### config.mk
export PLATFORM = sky130hd
export DESIGN_NAME = fp16_mul_arbiter
export DESIGN_NICKNAME = d
export VERILOG_FILES = /design/src/rtl/fp16_mul_pkg.sv /design/src/rtl/fp16_multiplier.sv /design/src/rtl/fp16_rsp_fifo.sv /design/src/rtl/fp16_mul_arbiter.sv
export SDC_FILE = /design/constraint.sdc
export NUM_CORES = 1
export LEC_CHECK = 0
export BUFFER_PORTS_ARGS = -buffer_cell sky130_fd_sc_hd__buf_2
export CAP_MARGIN = 0
export CORE_MARGIN = 2
export CORE_UTILIZATION = 30
export CTS_CLUSTER_SIZE = 30
export DETAILED_ROUTE_END_ITERATION = 10
export GPL_ROUTABILITY_DRIVEN = 0
export PLACE_DENSITY = 0.46
export SYNTH_ARGS = -nofsm -noshare
export SYNTH_HDL_FRONTEND = slang
export SYNTH_HIERARCHICAL = 1
export SYNTH_SLANG_ARGS = --single-unit
### constraint.sdc
create_clock -name clk -period 26.6 [get_ports clk]
set_input_delay 1.33 -clock clk [delete_from_list [all_inputs] [get_ports clk]]
set_output_delay 1.33 -clock clk [all_outputs]
set_load 0.01 [all_outputs]
### src/rtl/fp16_mul_pkg.sv
// Shared fp16 definitions for the multiplier arbiter slice.
package fp16_mul_pkg;

   localparam int          FP16_MUL_LAT = 5;
   localparam logic [15:0] FP16_QNAN    = 16'h7E00;
   localparam logic [15:0] FP16_INF     = 16'h7C00;

   typedef logic [15:0] fp16_t;

endpackage

### src/rtl/fp16_multiplier.sv
// Pipelined fp16 multiplier: fixed FP16_MUL_LAT latency, no stall, no valid, no reset.
// Round-to-nearest-even; subnormal inputs and results flush to signed zero.
module fp16_multiplier
   import fp16_mul_pkg::*;
(
   input  logic  clk,
   input  fp16_t a,
   input  fp16_t b,
   output fp16_t out
);

   fp16_t              prod;
   fp16_t              stage [FP16_MUL_LAT];
   logic               sign;
   logic [4:0]         ea, eb;
   logic [9:0]         ma, mb;
   logic               a_nan, b_nan, a_inf, b_inf, a_zero, b_zero;
   logic [21:0]        p;
   logic signed [7:0]  e;
   logic [10:0]        m_rnd;
   logic               guard, sticky;

   // Combinational product with special-case handling and rounding
   always_comb begin
      sign   = a[15] ^ b[15];
      ea     = a[14:10];
      eb     = b[14:10];
      ma     = a[9:0];
      mb     = b[9:0];
      a_nan  = (ea == 5'h1F) && (ma != 10'd0);
      b_nan  = (eb == 5'h1F) && (mb != 10'd0);
      a_inf  = (ea == 5'h1F) && (ma == 10'd0);
      b_inf  = (eb == 5'h1F) && (mb == 10'd0);
      a_zero = (ea == 5'd0);
      b_zero = (eb == 5'd0);
      p      = 22'({1'b1, ma}) * 22'({1'b1, mb});
      e      = $signed(8'(ea)) + $signed(8'(eb)) - 8'sd15;
      if (p[21]) begin
         m_rnd  = {1'b0, p[20:11]};
         guard  = p[10];
         sticky = |p[9:0];
         e      = e + 8'sd1;
      end else begin
         m_rnd  = {1'b0, p[19:10]};
         guard  = p[9];
         sticky = |p[8:0];
      end
      if (guard && (sticky || m_rnd[0])) begin
         m_rnd = m_rnd + 11'd1;
      end
      if (m_rnd[10]) begin
         m_rnd = 11'd0;
         e     = e + 8'sd1;
      end
      if (a_nan || b_nan || (a_inf && b_zero) || (b_inf && a_zero)) begin
         prod = FP16_QNAN;
      end else if (a_inf || b_inf) begin
         prod = {sign, FP16_INF[14:0]};
      end else if (a_zero || b_zero) begin
         prod = {sign, 15'd0};
      end else if (e >= 8'sd31) begin
         prod = {sign, FP16_INF[14:0]};
      end else if (e <= 8'sd0) begin
         prod = {sign, 15'd0};
      end else begin
         prod = {sign, e[4:0], m_rnd[9:0]};
      end
   end

   // Delay line that gives the product its fixed latency
   always_ff @(posedge clk) begin
      stage[0] <= prod;
      for (int i = 1; i < FP16_MUL_LAT; i++) begin
         stage[i] <= stage[i-1];
      end
   end

   assign out = stage[FP16_MUL_LAT-1];

endmodule

### src/rtl/fp16_rsp_fifo.sv
// Synchronous response FIFO with registered storage and an occupancy count.
// Push while full is accepted only together with a pop.
module fp16_rsp_fifo #(
   parameter int WIDTH = 18,
   parameter int DEPTH = 8,
   parameter int CW    = $clog2(DEPTH + 1)
)(
   input  logic             clk,
   input  logic             rst,
   input  logic             push,
   input  logic [WIDTH-1:0] push_data,
   input  logic             pop,
   output logic [WIDTH-1:0] head_data,
   output logic [CW-1:0]    count,
   output logic             empty
);

   localparam int AW = (DEPTH > 1) ? $clog2(DEPTH) : 1;

   logic [WIDTH-1:0] mem [DEPTH];
   logic [AW-1:0]    wr_ptr, rd_ptr;
   logic             do_push, do_pop;

   function automatic logic [AW-1:0] ptr_incr(input logic [AW-1:0] ptr);
      return (ptr == AW'(DEPTH - 1)) ? '0 : ptr + AW'(1);
   endfunction

   // Qualify push/pop against current occupancy
   always_comb begin
      do_pop  = pop && (count != '0);
      do_push = push && ((count != CW'(DEPTH)) || do_pop);
   end

   // Storage, pointers and count; storage is cleared so the head reads zero after reset
   always_ff @(posedge clk or posedge rst) begin
      if (rst) begin
         for (int i = 0; i < DEPTH; i++) begin
            mem[i] <= '0;
         end
         wr_ptr <= '0;
         rd_ptr <= '0;
         count  <= '0;
      end else begin
         if (do_push) begin
            mem[wr_ptr] <= push_data;
            wr_ptr      <= ptr_incr(wr_ptr);
         end
         if (do_pop) begin
            rd_ptr <= ptr_incr(rd_ptr);
         end
         case ({do_push, do_pop})
            2'b10:   count <= count + CW'(1);
            2'b01:   count <= count - CW'(1);
            default: count <= count;
         endcase
      end
   end

   assign head_data = mem[rd_ptr];
   assign empty     = (count == '0);

endmodule

### src/rtl/fp16_mul_arbiter.sv
// Round-robin arbiter sharing one pipelined fp16 multiplier among NUM_REQ requesters.
// Credits (fifo occupancy + in-flight ops) guarantee every result has a FIFO slot.
// Optional FP16_MUL_ARB_PERF_EN adds saturating issue/stall counters.
module fp16_mul_arbiter
   import fp16_mul_pkg::*;
#(
   parameter int NUM_REQ   = 4,
   parameter int MUL_LAT   = FP16_MUL_LAT,
   parameter int RSP_DEPTH = 8,
   parameter int IDW       = (NUM_REQ > 1) ? $clog2(NUM_REQ) : 1
)(
   input  logic                    clk,
   input  logic                    rst,
   input  logic [NUM_REQ-1:0]      req_valid,
   output logic [NUM_REQ-1:0]      req_ready,
   input  logic [NUM_REQ*16-1:0]   req_a,
   input  logic [NUM_REQ*16-1:0]   req_b,
   output logic                    rsp_valid,
   input  logic                    rsp_ready,
   output logic [15:0]             rsp_data,
   output logic [IDW-1:0]          rsp_id
`ifdef FP16_MUL_ARB_PERF_EN
   ,
   output logic [31:0]             perf_issue_cnt,
   output logic [31:0]             perf_stall_cnt
`endif
);

   localparam int CW = $clog2(RSP_DEPTH + 1);
   localparam int FW = 16 + IDW;

   if (RSP_DEPTH < MUL_LAT) begin : g_depth_check
      $error("fp16_mul_arbiter: RSP_DEPTH must be >= MUL_LAT");
   end
   if (MUL_LAT != FP16_MUL_LAT) begin : g_lat_check
      $error("fp16_mul_arbiter: MUL_LAT must match the multiplier latency");
   end

   logic [IDW-1:0] rr_ptr, grant_idx, cand;
   logic           grant_found, issue_ok, issue, completion, pop;
   logic [MUL_LAT-1:0] valid_pipe;
   logic [IDW-1:0] id_pipe [MUL_LAT];
   logic [CW-1:0]  inflight, fifo_count;
   fp16_t          mul_a, mul_b, mul_out;
   logic [FW-1:0]  head_data;
   logic           fifo_empty;

   // Round-robin search starting just after the last granted requester
   always_comb begin
      grant_found = 1'b0;
      grant_idx   = '0;
      cand        = '0;
      for (int k = 1; k <= NUM_REQ; k++) begin
         cand = IDW'((int'(rr_ptr) + k) % NUM_REQ);
         if (!grant_found && req_valid[cand]) begin
            grant_found = 1'b1;
            grant_idx   = cand;
         end
      end
   end

   // Credit check, ready generation and operand steering into the multiplier
   always_comb begin
      issue_ok  = (int'(fifo_count) + int'(inflight)) < RSP_DEPTH;
      issue     = grant_found && issue_ok;
      req_ready = '0;
      mul_a     = '0;
      mul_b     = '0;
      if (issue) begin
         req_ready[grant_idx] = 1'b1;
         mul_a = req_a[16*int'(grant_idx) +: 16];
         mul_b = req_b[16*int'(grant_idx) +: 16];
      end
   end

   // Pointer, valid/ID tracking pipes and in-flight count
   always_ff @(posedge clk or posedge rst) begin
      if (rst) begin
         rr_ptr     <= IDW'(NUM_REQ - 1);
         valid_pipe <= '0;
         for (int i = 0; i < MUL_LAT; i++) begin
            id_pipe[i] <= '0;
         end
         inflight   <= '0;
      end else begin
         if (issue) begin
            rr_ptr <= grant_idx;
         end
         valid_pipe[0] <= issue;
         id_pipe[0]    <= issue ? grant_idx : '0;
         for (int i = 1; i < MUL_LAT; i++) begin
            valid_pipe[i] <= valid_pipe[i-1];
            id_pipe[i]    <= id_pipe[i-1];
         end
         case ({issue, completion})
            2'b10:   inflight <= inflight + CW'(1);
            2'b01:   inflight <= inflight - CW'(1);
            default: inflight <= inflight;
         endcase
      end
   end

   assign completion = valid_pipe[MUL_LAT-1];
   assign pop        = !fifo_empty && rsp_ready;
   assign rsp_valid  = !fifo_empty;
   assign rsp_data   = head_data[FW-1:IDW];
   assign rsp_id     = head_data[IDW-1:0];

   fp16_multiplier u_mul (
      .clk (clk),
      .a   (mul_a),
      .b   (mul_b),
      .out (mul_out)
   );

   fp16_rsp_fifo #(
      .WIDTH (FW),
      .DEPTH (RSP_DEPTH),
      .CW    (CW)
   ) u_fifo (
      .clk       (clk),
      .rst       (rst),
      .push      (completion),
      .push_data ({mul_out, id_pipe[MUL_LAT-1]}),
      .pop       (pop),
      .head_data (head_data),
      .count     (fifo_count),
      .empty     (fifo_empty)
   );

`ifdef FP16_MUL_ARB_PERF_EN
   // Saturating counters for issues and for cycles where requests wait
   always_ff @(posedge clk or posedge rst) begin
      if (rst) begin
         perf_issue_cnt <= '0;
         perf_stall_cnt <= '0;
      end else begin
         if (issue && (perf_issue_cnt != 32'hFFFF_FFFF)) begin
            perf_issue_cnt <= perf_issue_cnt + 32'd1;
         end
         if ((|req_valid) && !issue && (perf_stall_cnt != 32'hFFFF_FFFF)) begin
            perf_stall_cnt <= perf_stall_cnt + 32'd1;
         end
      end
   end
`endif

endmodule

==> results of run 1 <==
[final timing paths]
check	cells past startpoint	startpoint	to
worst min register to register	0	u_mul/stage[0][52]$_DFF_P_	u_mul/stage[0][68]$_DFF_P_
min in group asynchronous	2	rst	u_fifo/mem[54]$_DFFE_PP0P_
worst min-delay path	0	u_mul/stage[0][52]$_DFF_P_	u_mul/stage[0][68]$_DFF_P_
worst max-delay path	33	req_valid[1]	u_mul/stage[0][14]$_SDFF_PP1_
max in group asynchronous	3	rst	u_fifo/mem[138]$_DFFE_PP0P_
worst max register to register	32	u_fifo/count[3]$_DFFE_PP0P_	u_mul/stage[0][14]$_SDFF_PP1_
[power breakdown]
group | switching, W | internal [W] | leakage (nW)
Sequential | 0.0000822 | 0.000472 | 3.02
Combinational | 0.000958 | 0.000645 | 5.54
Clock | 0.000149 | 0.000206 | 0.417
[cell usage after synthesis (22+ instances only)]
cell        n
dfrtp_1   173
mux2_2    151
inv_1     137
nand2_1    88
fa_1       82
ha_1       81
dfxtp_1    80
mux2i_1    72
nor2_1     48
and2_1     40
mux4_2     36
clkbuf_1   32
a21oi_1    29
xor2_1     27
o22ai_1    26
xnor2_1    23
o21ai_0    22
[cell type report]
class | instances | area [µm²] | share of cell area (%)
clock inverter | 6 | 45.0 | 0.242
inverter | 140 | 531 | 2.85
clock buffer | 44 | 801 | 4.31
sequential | 255 | 5990 | 32.2
multi-input combinational | 940 | 9500 | 51.1
tap | 696 | 871 | 4.69
timing repair buffer | 166 | 853 | 4.59
[state kept, by name, indices dropped and copies added, names as in the netlist]
signal         flops
u_mul/stage       80
valid_pipe         5
u_fifo/wr_ptr      3
inflight           4
id_pipe           10
rr_ptr             2
u_fifo/count       4
u_fifo/mem       144
u_fifo/rd_ptr      3
[routing by layer]
layer | vias to the layer above | track usage [%]
met5 | - | 0
met4 | 0 | 2.67
met3 | 36 | 1.45
met2 | 120 | 26.3
met1 | 5573 | 19.2
li1 | 5130 | -
[metrics by stage]
stage               util [%]  worst slack [ns]  power [W]  instances
finish                  34.3             16.12    0.00251       2247
detailed placement      32.8             15.64    0.00218       2197
floorplan                  -             17.09    0.00180       1421
CTS                     34.3             16.20    0.00256       2247
global placement        32.8             15.90    0.00218       2197
global route            34.3             15.36    0.00278       2247
[cell families (layout without fill, tap and decap cells)]
logic type / after synthesis / after routing / synth area share (%)
muxes: 280 / 280 / 21.5
adders and majority gates: 163 / 163 / 16.1
AOI/OAI and AO/OA: 163 / 163 / 7.51
and+or+nand+nor: 279 / 279 / 9.10
DFF: 255 / 255 / 36.2
buffers and inverters: 226 / 356 / 6.42
xor gates and xnor gates: 55 / 55 / 3.19
==> qor.csv, run 1 <==
metric;value;unit
result of the run;finished, final reports clean;
vias post-DR;10859;
max cap viols;0;
clock tree from TritonCTS;built;
cell type group with the largest total delay on the critical path;adder cells;
Yosys top cell area share;26.2;%
clock latency reported for the late side of the worst-skew pair;0.53;ns
share of final-layout standard cells stronger than drive strength 1;30.8;%
number of warnings issued by yosys;6;
count of filler cells inserted in the layout;5421;
overall track demand over capacity in global routing;14.6;%
final instance area;18600;µm²
Detail Route met3 WL;894;µm
final antenna-violating net count;0;
Die Width;239;µm
Post-route DRC;0;
routed length on met2;20700;µm
Power per Cell Area;135;nW/µm²
master cell of the clock root buffer;clkbuf_16;
most common cell after layout, fill and taps aside;dfrtp_1;
Top Layer Used;met4;
Post-CTS Setup Bufs;0;
measured slew at the worst slew-check pin;1.23;ns
final WL;40400;µm
endpoint type of the worst setup path;flop;
area of the core;54100;µm²
number of buffer and inverter instances along the worst setup path;7;
Hold Crit Class;flop to flop;
Ports;158;
PostCTS Resize Cnt;0;
dominant cells by area after synthesis;dfrtp_1 26%, mux2_2 10%, fa_1 9.9%;
aggregate negative setup slack;0;ns
initial standard-cell utilization of the core;30.5;%
path type of the worst setup path;primary input to flop;
Max Root-Sink Buffers;3;
EDFF count, synth;0;
diode insertion count for antenna repair;0;
drt initial violations;382;
Num CTS Buffers;27;
Port Buffers;157;
WL/cell;18.0;µm
pin count of the biggest net entering global routing;95;
post-route fraction of the period consumed by the critical path;39.4;%
leakage;8.97;nW
Worst Path Required;27.00;ns
cells after synthesis;1421;
maximum vdd drop;0.0751;mV
sum of overflow across all layers after global routing;0;
vias in the first global route;11813;
net count after synthesis;1719;
Layout Skew;0.0119;ns
cell accounting for the most synthesized area;dfrtp_1;
CTS H-tree depth;1;
most repeated library cell on the critical path;fa_1;
area of the die;56900;µm²
Slowest-stage cell, CP;o22ai_1;
total of hold buffers inserted after clock tree synthesis;0;
tightest hold margin;0.319;ns
final net count;1828;
register area share after synthesis;36.2;%
share of synthesized registers carrying an async set or reset;68.6;%
achievable clock frequency;95.4;MHz
area delta synth->final;12.6;%
endpoint arrival time on the critical path;10.88;ns
Rel. slew slack;17.7;%
Die Y-Extent;239;µm
initial antenna violation count;0;
flops & latches, synth;255;
Top FF cell, synth;dfrtp_1;
# clock sinks;255;
average size of a mapped cell;11.6;µm²
final max-slew violation count;0;
CP max FO;41;
via density per instance;4.83;
row cnt;85;
total cell area at the placement stage;17700;µm²
Final Critical Period;10.48;ns
clock-pin slew reported for the worst setup and hold paths after clock tree synthesis;0.06;ns
commonest cells after routing, fill and taps aside;172 x dfrtp_1, 157 x buf_2, 151 x mux2_2;
wire length of the first global-routing pass;66100;µm
R2R setup slack;16.46;ns
count of endpoints failing setup in the final report;0;
synth unique cells;100;
nature of the critical path startpoint;primary input;
Final Hold Viols;0;
RSZ-0062 raised after global routing;false;
Metal-1 WL;18400;µm
delay of the slowest cell on the worst path;0.93;ns
first-pass iteration count of the detailed router;5;
Post-Synthesis Cell Area;16500;µm²
DP HPWL;29500;µm
(Power assumes the default switching activity.)
==> inputs of run 2 (changes only) <==
==> constraint.sdc (replaced) <==
create_clock -name clk -period 10.8 [get_ports clk]
set_input_delay 0.54 -clock clk [delete_from_list [all_inputs] [get_ports clk]]
set_output_delay 0.54 -clock clk [all_outputs]
set_load 0.01 [all_outputs]
==> run 2 against run 1 <==
- clock skew up 0.0056 ns
- combinational power up 150%
- count of clock-buffer cells in the layout down 7
- clock power rose to 2.6 times the previous value
- die area unchanged
- setup slack worse by 15 ns
- via count up 0.10%
- non-clock buffer count up 10
- critical endpoint is now u_mul/stage[0][11]$_SDFF_PP1_
- register-to-register slack worse by 15 ns
- power rose to 2.5 times the previous value
- highest routed layer unchanged
==> qor.csv, run 2 (synthesis gave the netlist of run 1 again) <==
metric;value;unit
result of the run;finished, final reports clean;
met3 track utilization from global routing;1.37;%
Post-route DRC;0;
area of the core;54100;µm²
smallest setup slack after layout;0.992;ns
clock latency reported for the late side of the worst-skew pair;0.54;ns
measured slew at the worst slew-check pin;1.10;ns
count of endpoints failing setup in the final report;0;
Worst Path Required;11.20;ns
RSZ-0062 raised after global routing;false;
Ports;158;
Rel. slew slack;26.4;%
Slowest-stage cell, CP;o22ai_2;
GRT busiest layer;met2;
PostCTS Resize Cnt;0;
most repeated library cell on the critical path;fa_1;
sum of overflow across all layers after global routing;0;
delay of the slowest cell on the worst path;0.75;ns
routing usage on met2;26.1;%
pin count of the biggest net entering global routing;80;
achievable clock frequency;102;MHz
share of final-layout standard cells stronger than drive strength 1;31.8;%
number of flip-flops in the largest register;144;
via density per instance;4.82;
clock tree from TritonCTS;built;
post-place setup slack;0.860;ns
WL/cell;17.7;µm
row cnt;85;
Post-CTS Setup Bufs;0;
wire length of the first global-routing pass;66500;µm
FF/Latch Area;5990;µm²
nature of the critical path startpoint;flop;
Num CTS Buffers;27;
diode insertion count for antenna repair;0;
drt initial violations;510;
commonest cells after routing, fill and taps aside;172 x dfrtp_1, 157 x buf_2, 151 x mux2_2;
top flop regs;u_fifo/mem x144, u_mul/stage x80, id_pipe x10;
Layout Skew;0.0175;ns
overall power of the completed layout;0.00629;W
CP max FO;25;
max cap viols;0;
endpoint type of the worst setup path;flop;
Die Width;239;µm
leakage;9.06;nW
path type of the worst setup path;flop to flop;
master cell of the clock root buffer;clkbuf_16;
maximum vdd drop;0.180;mV
initial antenna violation count;0;
Power per Cell Area;335;nW/µm²
endpoint arrival time on the critical path;10.21;ns
# clock sinks;255;
Max Root-Sink Buffers;3;
overall track demand over capacity in global routing;14.5;%
post-route fraction of the period consumed by the critical path;90.8;%
vias post-DR;10870;
DP HPWL;29400;µm
met1 usage in global routing;19.2;%
Hold Crit Class;primary input to asynchronous set/reset pin;
Die Y-Extent;239;µm
number of buffer and inverter instances along the worst setup path;4;
CTS H-tree depth;1;
area delta synth->final;13.5;%
Port Buffers;157;
final max-slew violation count;0;
count of filler cells inserted in the layout;5495;
total area of multi-input combinational cells;9500;µm²
total of hold buffers inserted after clock tree synthesis;0;
area of the die;56900;µm²
aggregate negative setup slack;0;ns
initial standard-cell utilization of the core;30.5;%
most common cell after layout, fill and taps aside;dfrtp_1;
final antenna-violating net count;0;
clock-pin slew reported for the worst setup and hold paths after clock tree synthesis;0.06;ns
cell type group with the largest total delay on the critical path;adder cells;
vias in the first global route;11926;
largest reg by FF count;u_fifo/mem;
Final Hold Viols;0;
final net count;1838;
first-pass iteration count of the detailed router;5;
final WL;40000;µm
Final Critical Period;9.81;ns
[run 2: changes by cell type in the layout (fill, tap and decap cells not counted), sizes merged]
cell	previous run	this run
inv	141	142
buf	166	176
clkbuf	44	37
clkinvlp	0	3
bufinv	0	1
clkinv	5	7
[run 2: path summary, 6_finish.rpt]
path / startpoint / endpoint / slack (ns) / cells past startpoint
max in group asynchronous: rst / u_fifo/rd_ptr[0]$_DFFE_PP0P_ / 9.11 / 3
setup reg to reg: rr_ptr[1]$_DFFE_PP1P_ / u_mul/stage[0][11]$_SDFF_PP1_ / 0.99 / 30
hold reg to reg: u_mul/stage[0][59]$_DFF_P_ / u_mul/stage[0][75]$_DFF_P_ / 0.32 / 0
min in group clk: u_mul/stage[0][59]$_DFF_P_ / u_mul/stage[0][75]$_DFF_P_ / 0.32 / 0
setup / recovery: rr_ptr[1]$_DFFE_PP1P_ / u_mul/stage[0][11]$_SDFF_PP1_ / 0.99 / 30
hold / removal: rst / u_fifo/mem[1]$_DFFE_PP0P_ / 0.13 / 2
[run 2: layer usage]
metal	vias up	routed length (µm)
met2	129	20400
li1	5148	-
met1	5568	18100
met3	25	1080
met4	0	414
met5	-	0
[run 2: power by group]
part / total [W] / internal (W) / leakage (nW) / switching [W]
clock: 0.000933 / 0.000551 / 0.453 / 0.000382
sequential: 0.00137 / 0.00116 / 3.02 / 0.000206
combinational: 0.00399 / 0.00162 / 5.59 / 0.00237
[run 2: area by class of cell]
type / count / area share [%]
Tap cell: 696 / 4.65
Clock inverter: 13 / 0.641
Multi-Input combinational cell: 940 / 50.7
Sequential cell: 255 / 31.9
Inverter: 140 / 2.83
Clock buffer: 37 / 4.30
Timing Repair Buffer: 176 / 4.95
[run 2: metrics by stage]
stage	instances	hold WS (ns)	utilization, %	instance area (µm²)
finish	2257	0.134	34.6	18700
global route	2257	0.208	34.6	18700
global placement	2207	0.311	32.9	17800
floorplan	1421	0.310	-	16500
CTS	2257	0.170	34.6	18700
detailed placement	2207	0.312	32.9	17800
